`config.mk`:
```
export PLATFORM = sky130hd
export DESIGN_NAME = div_sequencer
export DESIGN_NICKNAME = d
export VERILOG_FILES = /design/src/rtl/div_sequencer.sv
export SDC_FILE = /design/constraint.sdc
export NUM_CORES = 1
export LEC_CHECK = 0
export BUFFER_PORTS_ARGS = -buffer_cell sky130_fd_sc_hd__buf_2
export CORE_MARGIN = 1.5
export CORE_UTILIZATION = 50
export DETAILED_ROUTE_END_ITERATION = 8
export PLACE_DENSITY = 0.68
export SLEW_MARGIN = 5
export SYNTH_ARGS = -nofsm -noshare
export SYNTH_HDL_FRONTEND = slang
export SYNTH_SLANG_ARGS = --single-unit
```
`constraint.sdc`:
```
create_clock -name Clk -period 4.1 [get_ports Clk]
set_clock_uncertainty 0.2 [all_clocks]
set_input_delay 1.025 -clock Clk [delete_from_list [all_inputs] [get_ports Clk]]
set_output_delay 1.025 -clock Clk [all_outputs]
set_load 0.05 [all_outputs]
```
`src/rtl/div_sequencer.sv`:
```
// div_sequencer: fetches a 16-bit dividend and 8-bit divisor from data memory, computes
// floor(dividend*256/divisor) by restoring division and writes the 24-bit result back.
// Optional macro DIV_ZERO_FLAG_EN adds the sticky DivZero output.
//
// state  | meaning
// IDLE   | waiting for Start 1->0
// LOAD   | reading operands from addresses 0..2
// DIVIDE | 24 restoring-division steps, one quotient bit each
// STORE  | writing result bytes to addresses 4..6
// DONE   | Ack high until Start is seen high
module div_sequencer (
  input  logic       Clk,
  input  logic       Reset,
  input  logic       Start,
  output logic       Ack,
  output logic [7:0] MemAddr,
  input  logic [7:0] MemRdData,
  output logic [7:0] MemWrData,
  output logic       MemWrEn
`ifdef DIV_ZERO_FLAG_EN
  ,
  output logic       DivZero
`endif
);

  typedef enum logic [2:0] {
    IDLE   = 3'd0,
    LOAD   = 3'd1,
    DIVIDE = 3'd2,
    STORE  = 3'd3,
    DONE   = 3'd4
  } state_t;

  state_t      state_q, state_d;
  logic        start_q;
  logic [4:0]  cnt_q, cnt_d;
  logic [15:0] dividend_q, dividend_d;
  logic [7:0]  divisor_q, divisor_d;
  logic [23:0] num_q, num_d;
  logic [8:0]  rem_q, rem_d;
  logic [23:0] quot_q, quot_d;
`ifdef DIV_ZERO_FLAG_EN
  logic        div_zero_q, div_zero_d;
`endif

  logic        launch;
  logic [9:0]  rem_shift;
  logic [8:0]  rem_sub;
  logic        rem_ge;

  assign launch    = start_q & ~Start;
  assign rem_shift = {rem_q, num_q[23]};
  assign rem_ge    = (rem_shift >= {2'b00, divisor_q});
  assign rem_sub   = rem_shift[8:0] - {1'b0, divisor_q};

  always_ff @(posedge Clk or negedge Reset) begin
    if (!Reset) begin
      state_q    <= IDLE;
      start_q    <= 1'b0;
      cnt_q      <= '0;
      dividend_q <= '0;
      divisor_q  <= '0;
      num_q      <= '0;
      rem_q      <= '0;
      quot_q     <= '0;
`ifdef DIV_ZERO_FLAG_EN
      div_zero_q <= 1'b0;
`endif
    end else begin
      state_q    <= state_d;
      start_q    <= Start;
      cnt_q      <= cnt_d;
      dividend_q <= dividend_d;
      divisor_q  <= divisor_d;
      num_q      <= num_d;
      rem_q      <= rem_d;
      quot_q     <= quot_d;
`ifdef DIV_ZERO_FLAG_EN
      div_zero_q <= div_zero_d;
`endif
    end
  end

  always_comb begin
    state_d    = state_q;
    cnt_d      = cnt_q;
    dividend_d = dividend_q;
    divisor_d  = divisor_q;
    num_d      = num_q;
    rem_d      = rem_q;
    quot_d     = quot_q;
`ifdef DIV_ZERO_FLAG_EN
    div_zero_d = div_zero_q;
`endif
    Ack        = 1'b0;
    MemAddr    = 8'h00;
    MemWrData  = 8'h00;
    MemWrEn    = 1'b0;

    case (state_q)
      IDLE: begin
        if (launch) begin
          state_d = LOAD;
          cnt_d   = 5'd2;
`ifdef DIV_ZERO_FLAG_EN
          div_zero_d = 1'b0;
`endif
        end
      end

      LOAD: begin
        MemAddr = 8'd2 - {3'b000, cnt_q};
        if (Start) begin
          state_d = IDLE;
        end else if (cnt_q == 5'd2) begin
          dividend_d[15:8] = MemRdData;
          cnt_d            = cnt_q - 5'd1;
        end else if (cnt_q == 5'd1) begin
          dividend_d[7:0] = MemRdData;
          cnt_d           = cnt_q - 5'd1;
        end else begin
          divisor_d = MemRdData;
          if (MemRdData == 8'h00) begin
            // Division by zero saturates the result and skips the divide loop.
            state_d = STORE;
            quot_d  = 24'hFFFFFF;
            cnt_d   = 5'd2;
`ifdef DIV_ZERO_FLAG_EN
            div_zero_d = 1'b1;
`endif
          end else begin
            state_d = DIVIDE;
            num_d   = {dividend_q, 8'h00};
            rem_d   = '0;
            quot_d  = '0;
            cnt_d   = 5'd23;
          end
        end
      end

      DIVIDE: begin
        if (Start) begin
          state_d = IDLE;
        end else begin
          num_d = {num_q[22:0], 1'b0};
          if (rem_ge) begin
            rem_d  = rem_sub;
            quot_d = {quot_q[22:0], 1'b1};
          end else begin
            rem_d  = rem_shift[8:0];
            quot_d = {quot_q[22:0], 1'b0};
          end
          if (cnt_q == 5'd0) begin
            state_d = STORE;
            cnt_d   = 5'd2;
          end else begin
            cnt_d = cnt_q - 5'd1;
          end
        end
      end

      STORE: begin
        MemWrEn = 1'b1;
        MemAddr = 8'd6 - {3'b000, cnt_q};
        if (cnt_q == 5'd2)      MemWrData = quot_q[23:16];
        else if (cnt_q == 5'd1) MemWrData = quot_q[15:8];
        else                    MemWrData = quot_q[7:0];
        if (Start) begin
          state_d = IDLE;
        end else if (cnt_q == 5'd0) begin
          state_d = DONE;
        end else begin
          cnt_d = cnt_q - 5'd1;
        end
      end

      DONE: begin
        Ack = 1'b1;
        if (Start) begin
          state_d = IDLE;
        end else if (launch) begin
          state_d = LOAD;
          cnt_d   = 5'd2;
`ifdef DIV_ZERO_FLAG_EN
          div_zero_d = 1'b0;
`endif
        end
      end

      default: state_d = IDLE;
    endcase
  end

`ifdef DIV_ZERO_FLAG_EN
  assign DivZero = div_zero_q;
`endif

endmodule

```
==> results of run 1 <==
[cell families (layout without fill, tap and decap cells)]
| logic type | Yosys count | count (layout) | share of synthesized area [%] |
|---|---|---|---|
| AOI/OAI and AO/OA | 105 | 105 | 14.7 |
| adders and majority gates | 14 | 14 | 4.16 |
| and+or+nand+nor | 139 | 139 | 13.8 |
| xor gates and xnor gates | 10 | 10 | 2.02 |
| muxes | 52 | 52 | 12.7 |
| DFF | 82 | 82 | 47.4 |
| buffers and inverters | 44 | 65 | 5.20 |
[worst max-delay path by stage]
stage | from | endpoint | slack, ns | cells past startpoint
floorplan | cnt_q[0]$_DFFE_PN0P_ | MemWrData[5] | 0.45 | 6
global placement | cnt_q[3]$_DFFE_PN0P_ | MemWrData[4] | 0.89 | 5
detailed placement | cnt_q[3]$_DFFE_PN0P_ | MemWrData[0] | 0.84 | 5
CTS | cnt_q[3]$_DFFE_PN0P_ | MemWrData[0] | 0.45 | 5
global route | cnt_q[3]$_DFFE_PN0P_ | MemWrData[3] | 0.26 | 5
finish | cnt_q[3]$_DFFE_PN0P_ | MemWrData[0] | 0.48 | 5
[tightest hold or removal path: stages (launching register included)]
cell and delay, ns:
dfrtp_1 0.35, nand2_1 0.04, o21ai_0 0.06
[flip-flops by register name, indices dropped and copies added (netlist names)]
register    count
quot_q         24
dividend_q     16
num_q          16
rem_q           9
divisor_q       8
cnt_q           5
state_q         3
start_q         1
[metal layers]
| metal | vias to the layer above | part of all wire [%] | track usage [%] |
|---|---|---|---|
| met4 | 0 | 1.2 | 4.90 |
| met3 | 11 | 2.8 | 4.58 |
| met1 | 1572 | 48 | 29.7 |
| met5 | - | 0 | 0 |
| li1 | 1582 | - | - |
| met2 | 53 | 48 | 32.9 |
[final cells by class]
cell class	count	share of cell area, %
timing repair buffer	31	3.81
clock buffer	9	2.65
clock inverter	7	1.10
sequential	82	44.0
tap	105	2.82
inverter	18	1.45
multi-input combinational	320	44.2
[power by group]
part	total (W)	internal [W]	switching (W)
registers	0.00136	0.00112	0.000246
clock network	0.000531	0.000224	0.000307
logic	0.00178	0.000721	0.00106
total	0.00368	0.00206	0.00162
[layout by cell type, fill, tap and decap left out, drive strengths merged, types with 2 or more instances in the layout]
cell type  instances
buf               31
xor2               6
nand2             37
clkinvlp           2
xnor2              4
inv               21
nor2              74
a32oi              3
nor2b              2
nand3              5
nor4               3
clkbuf             9
ha                12
o21ai             33
nor3               8
a211oi            10
dfrtp             82
o31ai              2
and2               2
a21o               3
a21oi             37
o21a               3
a22oi              2
mux2              25
clkinv             2
a221o              2
mux2i             27
nand4              2
nand2b             2
[per-stage QoR]
step | cells | hold WS [ns] | setup slack (ns)
finish | 572 | 0.285 | 0.478
floorplan | 446 | 0.249 | 0.448
global placement | 556 | 0.264 | 0.890
CTS | 572 | 0.291 | 0.446
global route | 572 | 0.302 | 0.263
detailed placement | 556 | 0.271 | 0.839
[synthesized netlist by cell type (all sizes together) (2+ instances only)]
| library cell | n |
|---|---|
| nand3 | 5 |
| a32oi | 3 |
| buf | 20 |
| nor4 | 3 |
| xor2 | 6 |
| o21ai | 33 |
| and2 | 2 |
| o21a | 3 |
| a21o | 3 |
| a21oi | 37 |
| o31ai | 2 |
| nor3 | 8 |
| xnor2 | 4 |
| clkbuf | 6 |
| mux2i | 27 |
| a211oi | 10 |
| mux2 | 25 |
| nor2b | 2 |
| nor2 | 74 |
| a221o | 2 |
| dfrtp | 82 |
| nand2b | 2 |
| nand4 | 2 |
| a22oi | 2 |
| ha | 12 |
| inv | 18 |
| nand2 | 37 |
==> qor.csv, run 1 <==
stage,metric,value,unit
run_status,status,finished clean,
clock_tree,post_cts_buffers,0,
setup_path,path_class,reg2out,
power_and_ir_drop,power.leakage,2.17,nW
yosys,ys_ff_latch,82,
yosys,synth_ff_type,dfrtp_1,
sta,fin_crit,3.62,ns
setup_path,worstPathCellList,nor3_4 -> and2_1 -> mux2i_1 -> a211oi_1 -> buf_2,
yosys,syn_avg_cell_area,9.71,um2
finish,seqCellArea,2050,um2
setup_path,path_max_fanout,9,
setup_path,worst_path_dominant_cell_family,simple AND/OR/NAND/NOR gates,
place,dp.final_hpwl,5910,um
power_and_ir_drop,max-vdd-ir-drop,0.370,mV
floorplan,coreArea,8300,um2
setup_path,crit_slowest_cell,and2_1,
clock_tree,cts_max_level,3,
hold_path,hp-start,num_q[14]$_DFFE_PN0P_,
sta,rsz0062_at_grt,no,
place,io_buffers,28,
grt,gr-total-overflow,0,
routing,via_count,3218,
floorplan,die_y,96.1,um
clock_tree,clk_latency,0.35,ns
run,drv_cap,0,
routing,detail-route-antenna-nets,0,
finish,drive_gt1_share,15.2,%
sta,setup_viol,0,
routing,wl_per_cell,15.3,um
finish,multi_input_area,2060,um2
yosys,synth-async-reset-ratio,100,%
floorplan,die-area,9230,um2
grt,grt_pass1_vias,3013,
floorplan,start_util,52.2,%
finish,final_util,56.2,%
yosys,synth_fp_nets,470,
finish,area_growth_syn_to_layout,7.74,%
clock_tree,cts_resized,0,
sta,finalSetupTns,0,ns
yosys,synth_seq_area_share,47.4,%
routing,drt_first_pass_iters,4,
yosys,synthDominantCellAreaShare,47.4,%
sta,relSlewSlack,30.4,%
yosys,yosysTopAreaCell,dfrtp_1,
grt,antenna_found_initial,0,
clock_tree,cts_buffers,9,
place,place_congestion,0.889,
yosys,ys_types,53,
clock_tree,cts_root_buf,clkbuf_8,
grt,grtUsageTotal,21.0,%
sta,finalCritPeriodShare,88.3,%
routing,drt_wl_total,8740,um
setup_path,max_stage_delay,0.49,ns
setup_path,crit_path_start_kind,flip-flop,
setup_path,critical_path_required,2.87,ns
power_and_ir_drop,p_per_area,788,nW/um2
setup_path,reg2reg_to,rem_q[6]$_DFFE_PN0P_,
yosys,ys_warn_count,0,
clock_tree,path_clk_slew,0.09,ns
yosys,netlist_instances,446,
finish,nFillCells,767,
finish,final_area,4670,um2
yosys,synth_enable_flop_cells,0,
grt,grt_max_degree,83,
hold_path,min_to,num_q[14]$_DFFE_PN0P_,
sta,clock.fmax,276,MHz
floorplan,core.rowCount,33,
place,place_area,4490,um2
sta,worstMarginPinSlew,1.04,ns
routing,drt_first_iter_violations,158,
clock_tree,tritoncts,yes,
clock_tree,clockBufferDepth,2,
sta,hold_viol_final,0,
clock_tree,clkSinkCount,82,
setup_path,crit_arrival,2.40,ns
floorplan,die_w,96.1,um
setup_path,reg2reg_slack,1.29,ns
finish,fin_nets,486,
finish,num_antenna_cells,0,
routing,via_per_inst,5.63,
setup_path,cp-end-kind,output port,
grt,grt_pass1_wl,14800,um
yosys,synth_area_leaders,"dfrtp_1, nor2_1, mux2i_1",
power_and_ir_drop,report.power.total,0.00368,W
setup_path,crit_buf_inv,1,
sta,maxSlewViolCount,0,
floorplan,ioPinCount,29,
yosys,syn_area,4330,um2
hold_path,holdPathStages,2,
routing,drc,0,
hold_path,hold_path.class,reg2reg,
setup_path,reg2reg_from,rem_q[3]$_DFFE_PN0P_,
setup_path,reg2reg_depth,7,
clock_tree,hold_buffers,0,
Power figures use the tool's default switching activity.
==> run 2: changes to the inputs <==
Settings changed: CORE_MARGIN 1.5 to not set.
Clock period 4.1 ns to 3.9 ns, I/O delays scaled along.
==> qor.csv, run 2 (synthesis results as in run 1) <==
stage,metric,value,unit,change
clock_tree,clkSinkCount,82,,unchanged
place,io_buffers,28,,unchanged
clock_tree,clockBufferDepth,2,,unchanged
finish,final_cell_mix,"dfrtp_1, nor2_1, nand2_1",,
routing,drc,0,,unchanged
setup_path,crit_start,cnt_q[3]$_DFFE_PN0P_,,
setup_path,reg2reg_depth,7,,unchanged
routing,detail-route-antenna-nets,0,,unchanged
routing,via_per_inst,5.72,,+1.6%
sta,fin_crit,3.59,ns,
grt,grt_pass1_vias,2944,,-2.3%
finish,mostFrequentLayoutCell,dfrtp_1,,
place,dp.final_hpwl,5710,um,-3.5%
setup_path,reg2reg_slack,1.05,ns,-0.24 ns
power_and_ir_drop,p_comb_share,47.8,%,-0.7 points
grt,grt_max_degree,83,,unchanged
sta,worstMarginPinSlew,1.02,ns,-0.0237 ns
finish,largest_register_ffs,24,,unchanged
clock_tree,cts_max_level,3,,unchanged
floorplan,start_util,52.2,%,unchanged
grt,grt_pass1_wl,14300,um,-3.2%
power_and_ir_drop,report.power.total,0.00394,W,+7.1%
clock_tree,clk_latency,0.35,ns,about the same
routing,drt_first_pass_iters,5,,+1
power_and_ir_drop,clockPowerShare,15.8,%,+1.4 points
setup_path,path_max_fanout,9,,unchanged
finish,largestRegisters,"quot_q: 24 flops, dividend_q: 16 flops, num_q: 16 flops",,
routing,drt_wl_total,8490,um,-2.9%
power_and_ir_drop,internal_power,0.00225,W,+9.0%
finish,fin_nets,486,,unchanged
sta,rsz0062_at_grt,no,,
floorplan,coreArea,8300,um2,unchanged
grt,grtUsageTotal,20.7,%,-0.26 points
finish,final_area,4690,um2,+0.59%
setup_path,critical_path_required,2.72,ns,-0.15 ns
setup_path,reg2reg_to,rem_q[3]$_DFFE_PN0P_,,
floorplan,die_w,95.1,um,-1.0%
power_and_ir_drop,max-vdd-ir-drop,0.465,mV,+26%
finish,final_cells,572,,unchanged
power_and_ir_drop,p_per_area,839,nW/um2,+6.5%
sta,hold_viol_final,0,,unchanged
sta,maxSlewViolCount,0,,unchanged
setup_path,cp-end-kind,output port,,
run,drv_cap,0,,unchanged
routing,via_count,3270,,+1.6%
setup_path,crit_end,MemWrData[4],,
floorplan,core.rowCount,33,,unchanged
finish,area_growth_syn_to_layout,8.38,%,
clock_tree,path_clk_slew,0.08,ns,about the same
sta,relSlewSlack,32.0,%,+1.6 points
hold_path,hold_path.class,reg2reg,,
place,place_congestion,0.859,,-3.3%
sta,finalSetupTns,0,ns,unchanged
floorplan,die-area,9040,um2,-2.1%
routing,wl_per_cell,14.8,um,-2.9%
setup_path,reg2reg_from,rem_q[2]$_DFFE_PN0P_,,
grt,gr-total-overflow,0,,unchanged
floorplan,die_y,95.1,um,-1.0%
setup_path,crit_arrival,2.41,ns,about the same
power_and_ir_drop,power.leakage,2.18,nW,+0.75%
sta,clock.fmax,279,MHz,
sta,finalCritPeriodShare,92.0,%,
finish,regMostFlops,quot_q,,
grt,antenna_found_initial,0,,unchanged
floorplan,ioPinCount,29,,unchanged
place,place_area,4490,um2,unchanged
setup_path,path_class,reg2out,,
sta,setup_viol,0,,unchanged
power_and_ir_drop,p_seq_share,36.3,%,-0.7 points
routing,drt_first_iter_violations,160,,+1.3%
finish,num_antenna_cells,0,,unchanged
clock_tree,cts_resized,0,,unchanged
clock_tree,cts_root_buf,clkbuf_8,,
setup_path,crit_path_start_kind,flip-flop,,
power_and_ir_drop,swShare,43.0,%,-0.97 points
run_status,status,finished clean,,
clock_tree,cts_buffers,9,,unchanged
finish,nFillCells,727,,-5.2%
finish,drive_gt1_share,15.2,%,unchanged
clock_tree,tritoncts,yes,,
power_and_ir_drop,p_sw,0.00169,W,+4.8%
clock_tree,hold_buffers,0,,unchanged
place,dp.cells,556,,unchanged
clock_tree,post_cts_buffers,0,,unchanged
run 2: worst min path at each step:
stage / from / endpoint / slack (ns) / depth (start not counted)
after floorplan: num_q[10]$_DFFE_PN0P_ / num_q[10]$_DFFE_PN0P_ / 0.25 / 2
after global placement: num_q[15]$_DFFE_PN0P_ / num_q[15]$_DFFE_PN0P_ / 0.26 / 2
after detailed placement: num_q[15]$_DFFE_PN0P_ / num_q[15]$_DFFE_PN0P_ / 0.27 / 2
after CTS: num_q[15]$_DFFE_PN0P_ / num_q[15]$_DFFE_PN0P_ / 0.29 / 2
after global routing: divisor_q[2]$_DFFE_PN0P_ / divisor_q[2]$_DFFE_PN0P_ / 0.31 / 1
final: num_q[15]$_DFFE_PN0P_ / num_q[15]$_DFFE_PN0P_ / 0.29 / 2
run 2: worst max-delay path, cell delays in order (launching register included):
cell	delay [ns]
dfrtp_1	0.48
nor3_4	0.35
and2_1	0.51
mux2i_1	0.15
a211oi_1	0.25
buf_2	0.31
run 2: per-layer routing:
| metal | wire length, um | vias up | GRT usage (%) |
|---|---|---|---|
| li1 | - | 1585 | - |
| met1 | 4100 | 1596 | 28.8 |
| met2 | 3920 | 79 | 31.8 |
| met3 | 368 | 10 | 5.90 |
| met4 | 103 | 0 | 5.30 |
| met5 | 0 | - | 0 |
run 2: final cells by class:
class	count	area (um2)	share of cell area, %
repair buffers	31	178	3.78
flip-flops and latches	82	2050	43.7
clock buffers	10	138	2.93
well taps	105	131	2.80
inverters	18	67.6	1.44
multi-input cells	320	2060	43.9
clock inverters	6	65.1	1.39
run 2: metrics by stage:
step                util [%]  hold WS, ns  setup WS [ns]
finish                  56.6        0.286          0.311
global route            56.6        0.313          0.101
CTS                     56.6        0.292          0.266
detailed placement      54.1        0.272          0.667
global placement        54.1        0.263          0.744
floorplan                  -        0.249          0.298
run 2: power groups by stage:
stage | Combinational [W] | Sequential (W) | Clock, W
after floorplan | 0.00163 | 0.00135 | 0
after global placement | 0.00184 | 0.00144 | 0
after detailed placement | 0.00188 | 0.00145 | 0
after CTS | 0.00189 | 0.00143 | 0.000644
after global routing | 0.00211 | 0.00148 | 0.000676
final | 0.00189 | 0.00143 | 0.000623
==> run 3: changes to the inputs <==
--- a/config.mk
+++ b/config.mk
@@ -11,3 +11,3 @@
 export PLACE_DENSITY = 0.68
-export SLEW_MARGIN = 5
+export SLEW_MARGIN = 20
 export SYNTH_ARGS = -nofsm -noshare
==> constraint.sdc (replaced) <==
create_clock -name Clk -period 3.9 [get_ports Clk]
set_clock_uncertainty 0.2 [all_clocks]
set_input_delay 0.39 -clock Clk [delete_from_list [all_inputs] [get_ports Clk]]
set_output_delay 0.39 -clock Clk [all_outputs]
set_load 0.05 [all_outputs]
==> qor.csv, run 3 (synthesis results as in run 1) <==
stage,metric,value,unit,change
power_and_ir_drop,swShare,42.9,%,-0.13 points
clock_tree,cts_buffers,9,,unchanged
clock_tree,cts_root_buf,clkbuf_8,,
grt,grt_pass1_wl,14800,um,+3.3%
floorplan,start_util,52.2,%,unchanged
power_and_ir_drop,p_comb_share,47.7,%,about the same
run,drv_cap,0,,unchanged
clock_tree,tritoncts,yes,,
power_and_ir_drop,p_per_area,840,nW/um2,about the same
power_and_ir_drop,max-vdd-ir-drop,0.407,mV,-12%
sta,rsz0062_at_grt,no,,
finish,largestRegisters,"quot_q: 24 flops, dividend_q: 16 flops, num_q: 16 flops",,
setup_path,reg2reg_depth,7,,unchanged
power_and_ir_drop,internal_power,0.00226,W,+0.77%
setup_path,reg2reg_to,rem_q[0]$_DFFE_PN0P_,,
power_and_ir_drop,power.leakage,2.20,nW,+0.61%
run_status,status,finished clean,,
power_and_ir_drop,p_seq_share,36.1,%,-0.2 points
floorplan,die_w,95.1,um,unchanged
setup_path,reg2reg_from,rem_q[3]$_DFFE_PN0P_,,
setup_path,worst_path_dominant_cell_family,simple AND/OR/NAND/NOR gates,,
clock_tree,cts_resized,0,,unchanged
finish,drive_gt1_share,15.3,%,+0.12 points
grt,grt_max_degree,60,,-28%
place,io_buffers,28,,unchanged
hold_path,min_to,dividend_q[5]$_DFFE_PN0P_,,
setup_path,crit_buf_inv,1,,unchanged
setup_path,critical_path_required,3.31,ns,+0.59 ns
setup_path,crit_path_start_kind,flip-flop,,
routing,drt_wl_total,8630,um,+1.7%
routing,drt_first_iter_violations,133,,-17%
setup_path,cp-end-kind,output port,,
floorplan,ioPinCount,29,,unchanged
grt,antenna_found_initial,0,,unchanged
floorplan,die_y,95.1,um,unchanged
clock_tree,post_cts_buffers,0,,unchanged
sta,finalCritPeriodShare,77.7,%,-14 points
grt,grtUsageTotal,21.2,%,+0.52 points
setup_path,worstPathCellList,nor3_4 -> and2_1 -> mux2i_1 -> a211oi_1 -> buf_2,,
routing,detail-route-antenna-nets,0,,unchanged
power_and_ir_drop,clockPowerShare,16.3,%,+0.5 points
finish,final_util,56.9,%,+0.30 points
sta,fin_crit,3.03,ns,-0.560 ns
finish,num_antenna_cells,0,,unchanged
place,place_congestion,0.896,,+4.3%
setup_path,path_max_fanout,9,,unchanged
finish,final_cell_mix,"dfrtp_1, nor2_1, nand2_1",,
floorplan,coreArea,8300,um2,unchanged
hold_path,hold_path.class,in2reg,,
place,dp.final_hpwl,5950,um,+4.4%
clock_tree,path_clk_slew,0.08,ns,about the same
finish,regMostFlops,quot_q,,
clock_tree,cts_max_level,3,,unchanged
clock_tree,hold_buffers,1,,+1
sta,finalSetupTns,0,ns,unchanged
finish,fin_nets,489,,+0.62%
sta,whs,0.107,ns,-0.179 ns
routing,drt_first_pass_iters,4,,-1
sta,hold_viol_final,0,,unchanged
grt,grt_pass1_vias,3177,,+7.9%
setup_path,crit_slowest_cell,and2_1,,
finish,largest_register_ffs,24,,unchanged
setup_path,max_stage_delay,0.51,ns,about the same
routing,via_count,3228,,-1.3%
setup_path,path_class,reg2out,,
routing,drc,0,,unchanged
hold_path,hp-start,MemRdData[5],,
sta,clock.fmax,330,MHz,+18%
finish,mostFrequentLayoutCell,dfrtp_1,,
sta,worstMarginPinSlew,1.05,ns,+0.0297 ns
finish,area_growth_syn_to_layout,8.95,%,
floorplan,core.rowCount,33,,unchanged
routing,via_per_inst,5.61,,-1.8%
power_and_ir_drop,p_sw,0.00170,W,+0.23%
floorplan,die-area,9040,um2,unchanged
sta,setup_viol,0,,unchanged
clock_tree,clockBufferDepth,2,,unchanged
clock_tree,clk_latency,0.35,ns,about the same
setup_path,reg2reg_slack,1.14,ns,+0.09 ns
power_and_ir_drop,report.power.total,0.00396,W,+0.54%
sta,maxSlewViolCount,0,,unchanged
grt,gr-total-overflow,0,,unchanged
setup_path,crit_arrival,2.44,ns,+0.03 ns
routing,wl_per_cell,15.0,um,+1.2%
hold_path,holdPathStages,2,,unchanged
clock_tree,clkSinkCount,82,,unchanged
sta,relSlewSlack,30.1,%,-2.0 points
==> run 3: cell types whose count changed in the layout (fill, tap and decap cells not counted), sizes merged <==
| cell | previous run | this run |
|---|---|---|
| dlygate4sd3 | 0 | 2 |
| buf | 31 | 32 |
| clkbuf | 10 | 11 |
| clkinvlp | 1 | 0 |
==> run 3: per-layer routing <==
layer  vias to the layer above  wire length [um]  GRT usage, %
li1                       1574                 -             -
met1                      1567              4160          27.9
met2                        73              4050          34.9
met3                        14               317          4.94
met4                         0               105          6.06
met5                         -                 0             0
==> run 3: through the flow <==
| step | instance area (um2) | setup slack (ns) | instances |
|---|---|---|---|
| floorplan | 4330 | 0.883 | 446 |
| global placement | 4490 | 1.23 | 557 |
| detailed placement | 4490 | 1.17 | 557 |
| CTS | 4710 | 0.865 | 574 |
| global route | 4720 | 0.699 | 575 |
| finish | 4720 | 0.871 | 575 |
==> run 3: how the worst max path moves through the flow <==
stage / start / end / slack, ns / cells after the start
after floorplan: cnt_q[0]$_DFFE_PN0P_ / MemWrData[5] / 0.88 / 6
after global placement: rem_q[3]$_DFFE_PN0P_ / rem_q[3]$_DFFE_PN0P_ / 1.23 / 7
after detailed placement: rem_q[3]$_DFFE_PN0P_ / rem_q[0]$_DFFE_PN0P_ / 1.17 / 7
after CTS: cnt_q[3]$_DFFE_PN0P_ / MemWrData[4] / 0.86 / 5
after global routing: cnt_q[3]$_DFFE_PN0P_ / MemWrData[3] / 0.70 / 5
final: cnt_q[3]$_DFFE_PN0P_ / MemWrData[0] / 0.87 / 5
==> run 3: area by class of cell <==
class	count	area [um2]
tap	105	131
multi-input combinational	320	2060
timing repair buffer	34	193
clock buffer	11	151
sequential	82	2050
inverter	18	67.6
clock inverter	5	61.3
fill	749	3580
==> run 3: power groups by stage <==
stage	registers (W)	clock network [W]	logic, W
floorplan	0.00135	0	0.00163
global placement	0.00143	0	0.00183
detailed placement	0.00144	0	0.00188
CTS	0.00143	0.000664	0.00189
global route	0.00147	0.000697	0.00212
finish	0.00143	0.000645	0.00189
